<file path="src/rtl/pc_sequencer_if.sv">
// pc_sequencer_if: groups the decode-side branch bus and the fetch-side PC
// outputs of the instruction-address sequencer. The master modport is the
// pipeline (decode/fetch) side; the slave modport is the sequencer itself.
interface pc_sequencer_if;
    logic       stall;
    logic       br_valid;
    logic       br_taken;
    logic       br_cond;
    logic       br_nullify;
    logic       br_backward;
    logic [7:0] br_ta;
    logic [7:0] br_ret;
    logic [7:0] front_pc;
    logic [7:0] back_pc;
    logic       squash;
    logic       link_we;
    logic [7:0] link_addr;

    modport master (
        output stall, br_valid, br_taken, br_cond, br_nullify, br_backward,
               br_ta, br_ret,
        input  front_pc, back_pc, squash, link_we, link_addr
    );

    modport slave (
        input  stall, br_valid, br_taken, br_cond, br_nullify, br_backward,
               br_ta, br_ret,
        output front_pc, back_pc, squash, link_we, link_addr
    );
endinterface

</file>
<file path="src/rtl/pc_sequencer.sv">
// pc_sequencer: owns the front/back PC pair and chooses, each cycle, between
// sequential advance, hold, and redirect to a branch target. Applies PA-RISC
// delayed-branch nullification of the delay slot. A branch that arrives while
// the pipeline is stalled is parked in pending registers (HOLD) and applied on
// the first unstalled edge.
// Optional feature: define PCSEQ_LINK_EN to build the link-register write
// port (link_we / link_addr); otherwise both outputs are tied to zero.
module pc_sequencer (
    input  logic             clk,
    input  logic             reset,
    pc_sequencer_if.slave    bus
);

    localparam logic [0:0] ST_RUN  = 1'b0;
    localparam logic [0:0] ST_HOLD = 1'b1;

    logic [0:0] state;
    logic [7:0] front_q;
    logic [7:0] back_q;
    logic       squash_q;

    // Pending branch captured during a stall.
    logic       pend_taken;
    logic       pend_null;
    logic [7:0] pend_ta;

    logic       accept;
    logic       nullify_now;
    logic       apply_taken;
    logic       apply_null;
    logic [7:0] apply_ta;

    // A branch is accepted only in RUN and never from a nullified slot.
    assign accept = bus.br_valid && !squash_q && (state == ST_RUN);

    // Delay-slot nullify rule evaluated on the live branch fields.
    always_comb begin
        // NOTE: every always_comb output gets a default first so no path can leave it unassigned and infer a latch.
        nullify_now = 1'b0;
        if (bus.br_nullify) begin
            if (!bus.br_cond)
                nullify_now = 1'b1;
            else if (bus.br_backward)
                nullify_now = !bus.br_taken;
            else
                nullify_now = bus.br_taken;
        end
    end

    // Select the decision to apply on an unstalled edge: pending in HOLD, live in RUN.
    always_comb begin
        apply_taken = 1'b0;
        apply_null  = 1'b0;
        apply_ta    = pend_ta;
        if (state == ST_HOLD) begin
            apply_taken = pend_taken;
            apply_null  = pend_null;
            apply_ta    = pend_ta;
        end else if (accept) begin
            apply_taken = bus.br_taken;
            apply_null  = nullify_now;
            apply_ta    = bus.br_ta;
        end
    end

    // PC pair, state, squash and pending-branch registers.
    always_ff @(posedge clk) begin
        // NOTE: sequential state uses non-blocking assignments so every register samples pre-edge values.
        if (reset) begin
            // NOTE: the pending registers are reset too, so a branch parked in HOLD cannot leak past reset.
            state      <= ST_RUN;
            front_q    <= 8'h00;
            back_q     <= 8'h04;
            squash_q   <= 1'b0;
            pend_taken <= 1'b0;
            pend_null  <= 1'b0;
            pend_ta    <= 8'h00;
        end else if (bus.stall) begin
            if (accept) begin
                pend_taken <= bus.br_taken;
                pend_null  <= nullify_now;
                pend_ta    <= bus.br_ta;
                state      <= ST_HOLD;
            end
        end else begin
            state    <= ST_RUN;
            squash_q <= apply_null;
            if (apply_taken) begin
                front_q <= apply_ta;
                back_q  <= apply_ta + 8'd4;
            end else begin
                front_q <= back_q;
                back_q  <= back_q + 8'd4;
            end
        end
    end

    assign bus.front_pc = front_q;
    assign bus.back_pc  = back_q;
    assign bus.squash   = squash_q;

`ifdef PCSEQ_LINK_EN
    logic [7:0] pend_ret;
    logic [7:0] apply_ret;
    logic       link_we_q;
    logic [7:0] link_addr_q;

    // Return address that goes with the decision being applied.
    always_comb begin
        apply_ret = (state == ST_HOLD) ? pend_ret : bus.br_ret;
    end

    // Link write port: one-cycle pulse aligned with each taken redirect.
    always_ff @(posedge clk) begin
        if (reset) begin
            pend_ret    <= 8'h00;
            link_we_q   <= 1'b0;
            link_addr_q <= 8'h00;
        end else if (bus.stall) begin
            link_we_q <= 1'b0;
            if (accept)
                pend_ret <= bus.br_ret;
        end else begin
            link_we_q <= apply_taken;
            if (apply_taken)
                link_addr_q <= apply_ret;
        end
    end

    assign bus.link_we   = link_we_q;
    assign bus.link_addr = link_addr_q;
`else
    // Return address is not consumed without the link port.
    logic unused_br_ret;
    assign unused_br_ret = ^bus.br_ret;

    assign bus.link_we   = 1'b0;
    assign bus.link_addr = 8'h00;
`endif

endmodule

</file>
<file path="src/flat_wrapper.sv">
// flat-port wrapper written by rule: the top's interface ports become plain ports
module pc_sequencer_flat 
  (clk, reset, bus_stall, bus_br_valid, bus_br_taken, bus_br_cond, bus_br_nullify, bus_br_backward, bus_br_ta, bus_br_ret, bus_front_pc, bus_back_pc, bus_squash, bus_link_we, bus_link_addr);
  pc_sequencer_if bus_i ();
  input  logic clk;
  input  logic reset;
  input wire logic [$bits(bus_i.stall)-1:0] bus_stall;
  input wire logic [$bits(bus_i.br_valid)-1:0] bus_br_valid;
  input wire logic [$bits(bus_i.br_taken)-1:0] bus_br_taken;
  input wire logic [$bits(bus_i.br_cond)-1:0] bus_br_cond;
  input wire logic [$bits(bus_i.br_nullify)-1:0] bus_br_nullify;
  input wire logic [$bits(bus_i.br_backward)-1:0] bus_br_backward;
  input wire logic [$bits(bus_i.br_ta)-1:0] bus_br_ta;
  input wire logic [$bits(bus_i.br_ret)-1:0] bus_br_ret;
  output wire logic [$bits(bus_i.front_pc)-1:0] bus_front_pc;
  output wire logic [$bits(bus_i.back_pc)-1:0] bus_back_pc;
  output wire logic [$bits(bus_i.squash)-1:0] bus_squash;
  output wire logic [$bits(bus_i.link_we)-1:0] bus_link_we;
  output wire logic [$bits(bus_i.link_addr)-1:0] bus_link_addr;
  assign bus_i.stall = bus_stall;
  assign bus_i.br_valid = bus_br_valid;
  assign bus_i.br_taken = bus_br_taken;
  assign bus_i.br_cond = bus_br_cond;
  assign bus_i.br_nullify = bus_br_nullify;
  assign bus_i.br_backward = bus_br_backward;
  assign bus_i.br_ta = bus_br_ta;
  assign bus_i.br_ret = bus_br_ret;
  assign bus_front_pc = bus_i.front_pc;
  assign bus_back_pc = bus_i.back_pc;
  assign bus_squash = bus_i.squash;
  assign bus_link_we = bus_i.link_we;
  assign bus_link_addr = bus_i.link_addr;
  pc_sequencer u_core (.clk(clk), .reset(reset), .bus(bus_i));
endmodule
</file>
<file path="config.mk">
export PLATFORM = sky130hd
export DESIGN_NAME = pc_sequencer_flat
export DESIGN_NICKNAME = d
export VERILOG_FILES = /design/src/rtl/pc_sequencer_if.sv /design/src/rtl/pc_sequencer.sv /design/src/flat_wrapper.sv
export SDC_FILE = /design/constraint.sdc
export NUM_CORES = 1
export LEC_CHECK = 0
export ABC_AREA = 1
export CORE_ASPECT_RATIO = 0.7
export CORE_UTILIZATION = 61
export CTS_CLUSTER_SIZE = 16
export DETAILED_ROUTE_END_ITERATION = 16
export DONT_BUFFER_PORTS = 1
export PLACE_DENSITY = 0.78
export SLEW_MARGIN = 20
export SYNTH_ARGS = -nofsm -noshare
export SYNTH_HDL_FRONTEND = slang
export SYNTH_SLANG_ARGS = --single-unit
</file>
<file path="constraint.sdc">
create_clock -name clk -period 2 [get_ports clk]
set_input_delay 0.4 -clock clk [delete_from_list [all_inputs] [get_ports clk]]
set_output_delay 0.4 -clock clk [all_outputs]
set_load 0.05 [all_outputs]
</file>
==> impl_metrics.csv <==
group,metric,value,unit
global_routing,grtUsageTotal,25.5,%
global_routing,grt_max_degree,16,
worst_setup_path,worstPathCellList,"inv_2, nand4_4, nand2_4, nand2_1, nand2_2, ha_1, nand2_1, nand2_1, nand2_1, nand2_1, nand2_1, nor2_1",
run_status,run_status,"finished clean",
cts,cts_resized,0,
worst_setup_path,regToRegStartpoint,"u_core.state",
cts,htreeDepth,1,
timing,relSlewSlack,62.1,%
logic_synthesis,syn_avg_cell_area,7.37,um2
timing,setup_viol,0,
worst_setup_path,cpPeakStageDelay,370,ps
logic_synthesis,yosysMostFrequentCell,"nand2_1",
drt,viasPerCell,5.52,
drt,remaining_drc_errors,0,
logic_synthesis,async_flop_share,0,%
worst_setup_path,reg2reg_depth,12,
global_routing,grt_pass1_vias,1186,
logic_synthesis,synth_common_cells,"nand2_1 (47), dfxtp_1 (28), nor2_1 (18)",
drt,dr.pass1.iters,4,
worst_setup_path,ff2ff_setup_slack,350,ps
timing,slew_viol_final,0,
min_path,hold_end,"u_core.bus.back_pc[1]",
layout,utilization,68.9,%
power,vdd_drop_max,0.599,mV
drt,finalWirelength,2.95,mm
floorplanning,chipHeight,42.7,um
global_routing,antenna_found_initial,0,
timing,fin_crit_sh,82.4,%
layout,nNetsFinal,228,
layout,instances_no_fill,234,
logic_synthesis,syn_area,1440,um2
timing,tns,0,ps
power,pwr_density_cell,807,nW/um2
layout,antennaDiodeCount,0,
layout,area_growth,4.42,%
placement,port_buffers,0,
worst_setup_path,crit_path_end_kind,"flop",
logic_synthesis,synth_top_area_share,38.8,%
worst_setup_path,r2r_end,"u_core.bus.back_pc[6]",
floorplanning,design.die.area,2570,um2
global_routing,grt-ovfl-total,0,
drt,drtAntennaViolNets,0,
floorplanning,ios,50,
flow_run,cap_violations,0,
worst_setup_path,critical_path_arrival,1930,ps
timing,skew,5.30,ps
logic_synthesis,synth-edff-count,0,
cts,postCtsSetupBuffers,0,
placement,dp_cells,230,
power,power_leakage,0.701,nW
worst_setup_path,cp_common_cell,"nand2_1",
worst_setup_path,path_class,"flop to flop",
min_path,worstHoldStart,"reset",
logic_synthesis,yosysSeqAreaShare,38.8,%
logic_synthesis,yosys_warnings,0,
timing,rsz0062_at_grt,"no",
timing,worst_pin_slew,567,ps
min_path,whs_path_depth,1,
logic_synthesis,synth-main-ff-cell,"dfxtp_1",
worst_setup_path,crit_path_top_delay_cell,"dfxtp_1",
logic_synthesis,yosysUniqueCellTypes,33,
logic_synthesis,syn_inst,196,
layout,fin_area,1510,um2
timing,clock.fmax,0.607,GHz
cts,clk_latency,340,ps
drt,vias,1292,
cts,clk_pin_slew,150,ps
worst_setup_path,startpoint_type,"flop",
placement,place_area,1470,um2
cts,hold_buffers,0,
cts,root_buffer,"clkbuf_4",
timing,finalHoldViolCount,0,
layout,drive_above_1_share,16.3,%
cts,clockBufferDepth,2,
placement,hpwl,2.15,mm
floorplanning,rows,14,
drt,first_iter_violations,86,
floorplanning,fp.coreArea,2190,um2
floorplanning,die_w,60.2,um
cts,clock_sinks,28,
min_path,hold_path_class,"input pin to flop",
cts,cts_tree,"done",
logic_synthesis,synth_largest_area_cell,"dfxtp_1",
cts,cts_buffers,3,
placement,place_congestion,0.782,
worst_setup_path,cp.required,2280,ps
logic_synthesis,ys_top_cells_by_area,"dfxtp_1 (39%), nand2_1 (12%), buf_4 (4.7%)",
worst_setup_path,worstPathMaxFanout,9,
drt,wire_per_inst,12.6,um
global_routing,grt_pass1_wl,4.96,mm
timing,finalCriticalPeriod,1650,ps
floorplanning,initial_core_util,65.9,%
logic_synthesis,synth_seq_cells,28,
-- how the worst max path moves through the flow --
stage / startpoint / end / slack [ps] / depth (start not counted)
final: u_core.state / u_core.bus.back_pc[6] / 350 / 12
after global routing: u_core.state / u_core.bus.back_pc[6] / 180 / 12
after floorplan: u_core.bus.squash / u_core.bus.back_pc[6] / 220 / 12
after CTS: u_core.state / u_core.bus.back_pc[6] / 360 / 12
after detailed placement: u_core.state / u_core.bus.back_pc[6] / 400 / 12
after global placement: u_core.state / u_core.bus.back_pc[6] / 440 / 11
-- final cells by class --
| type | count | area, um2 |
|---|---|---|
| well taps | 32 | 40.0 |
| repair buffers | 9 | 67.6 |
| clock buffers | 4 | 36.3 |
| fillers | 187 | 682 |
| multi-input cells | 144 | 739 |
| inverters | 17 | 63.8 |
| flip-flops and latches | 28 | 561 |
-- cells by family after synthesis --
family / synth area share [%]
buffers and inverters: 12.0
flip-flops: 38.8
XOR/XNOR: 0.607
AO/OA/AOI/OAI: 14.4
adder cells (fa/ha/maj): 0.866
AND/OR/NAND/NOR: 33.0
other: 0.260
-- power breakdown --
group,leakage (nW),switching [W],internal [W]
combinational,0.451,0.000199,0.0000802
sequential,0.230,0.0000583,0.000595
clock,0.0210,0.000173,0.000112
-- critical path, delay by kind of cell, from the launching register on --
kind,cells,cell delay (ps)
fa+ha+maj,1,170
flops,1,370
buf+inv,1,130
simple gates,10,930
-- cells in the final DEF (no fill, tap or decap), types with 4 or more instances in the layout --
cell type,n
nand2_2,8
inv_1,13
a31oi_1,4
dfxtp_1,28
o21ai_0,10
buf_4,9
a21oi_1,9
nand2_1,47
o211ai_1,4
nand3_1,13
conb_1,9
nor2_1,18
-- registers in the layout, summed over array words and instances (netlist names) --
| signal | count |
|---|---|
| u_core.bus.back_pc | 8 |
| u_core.bus.front_pc | 8 |
| u_core.bus.squash | 1 |
| u_core.pend_null | 1 |
| u_core.pend_ta | 8 |
| u_core.pend_taken | 1 |
| u_core.state | 1 |
-- metal layers --
layer	routed length, um	vias to the layer above	track usage (%)
met5	0	-	0
met4	21	0	5.12
met3	291	4	8.84
met2	1320	65	38.2
met1	1310	585	35.3
li1	-	638	-
-- stage by stage --
step | power [W] | hold WS (ps) | worst slack [ps]
4_1_cts | 0.00122 | 103 | 358
5_1_grt | 0.00127 | 83.8 | 180
3_5_place_dp | 0.000941 | 451 | 403
3_3_place_gp | 0.000934 | 446 | 442
2_1_floorplan | 0.000912 | 438 | 216
6_report | 0.00122 | 106 | 351
No activity file was read; power rests on OpenSTA's default activity.
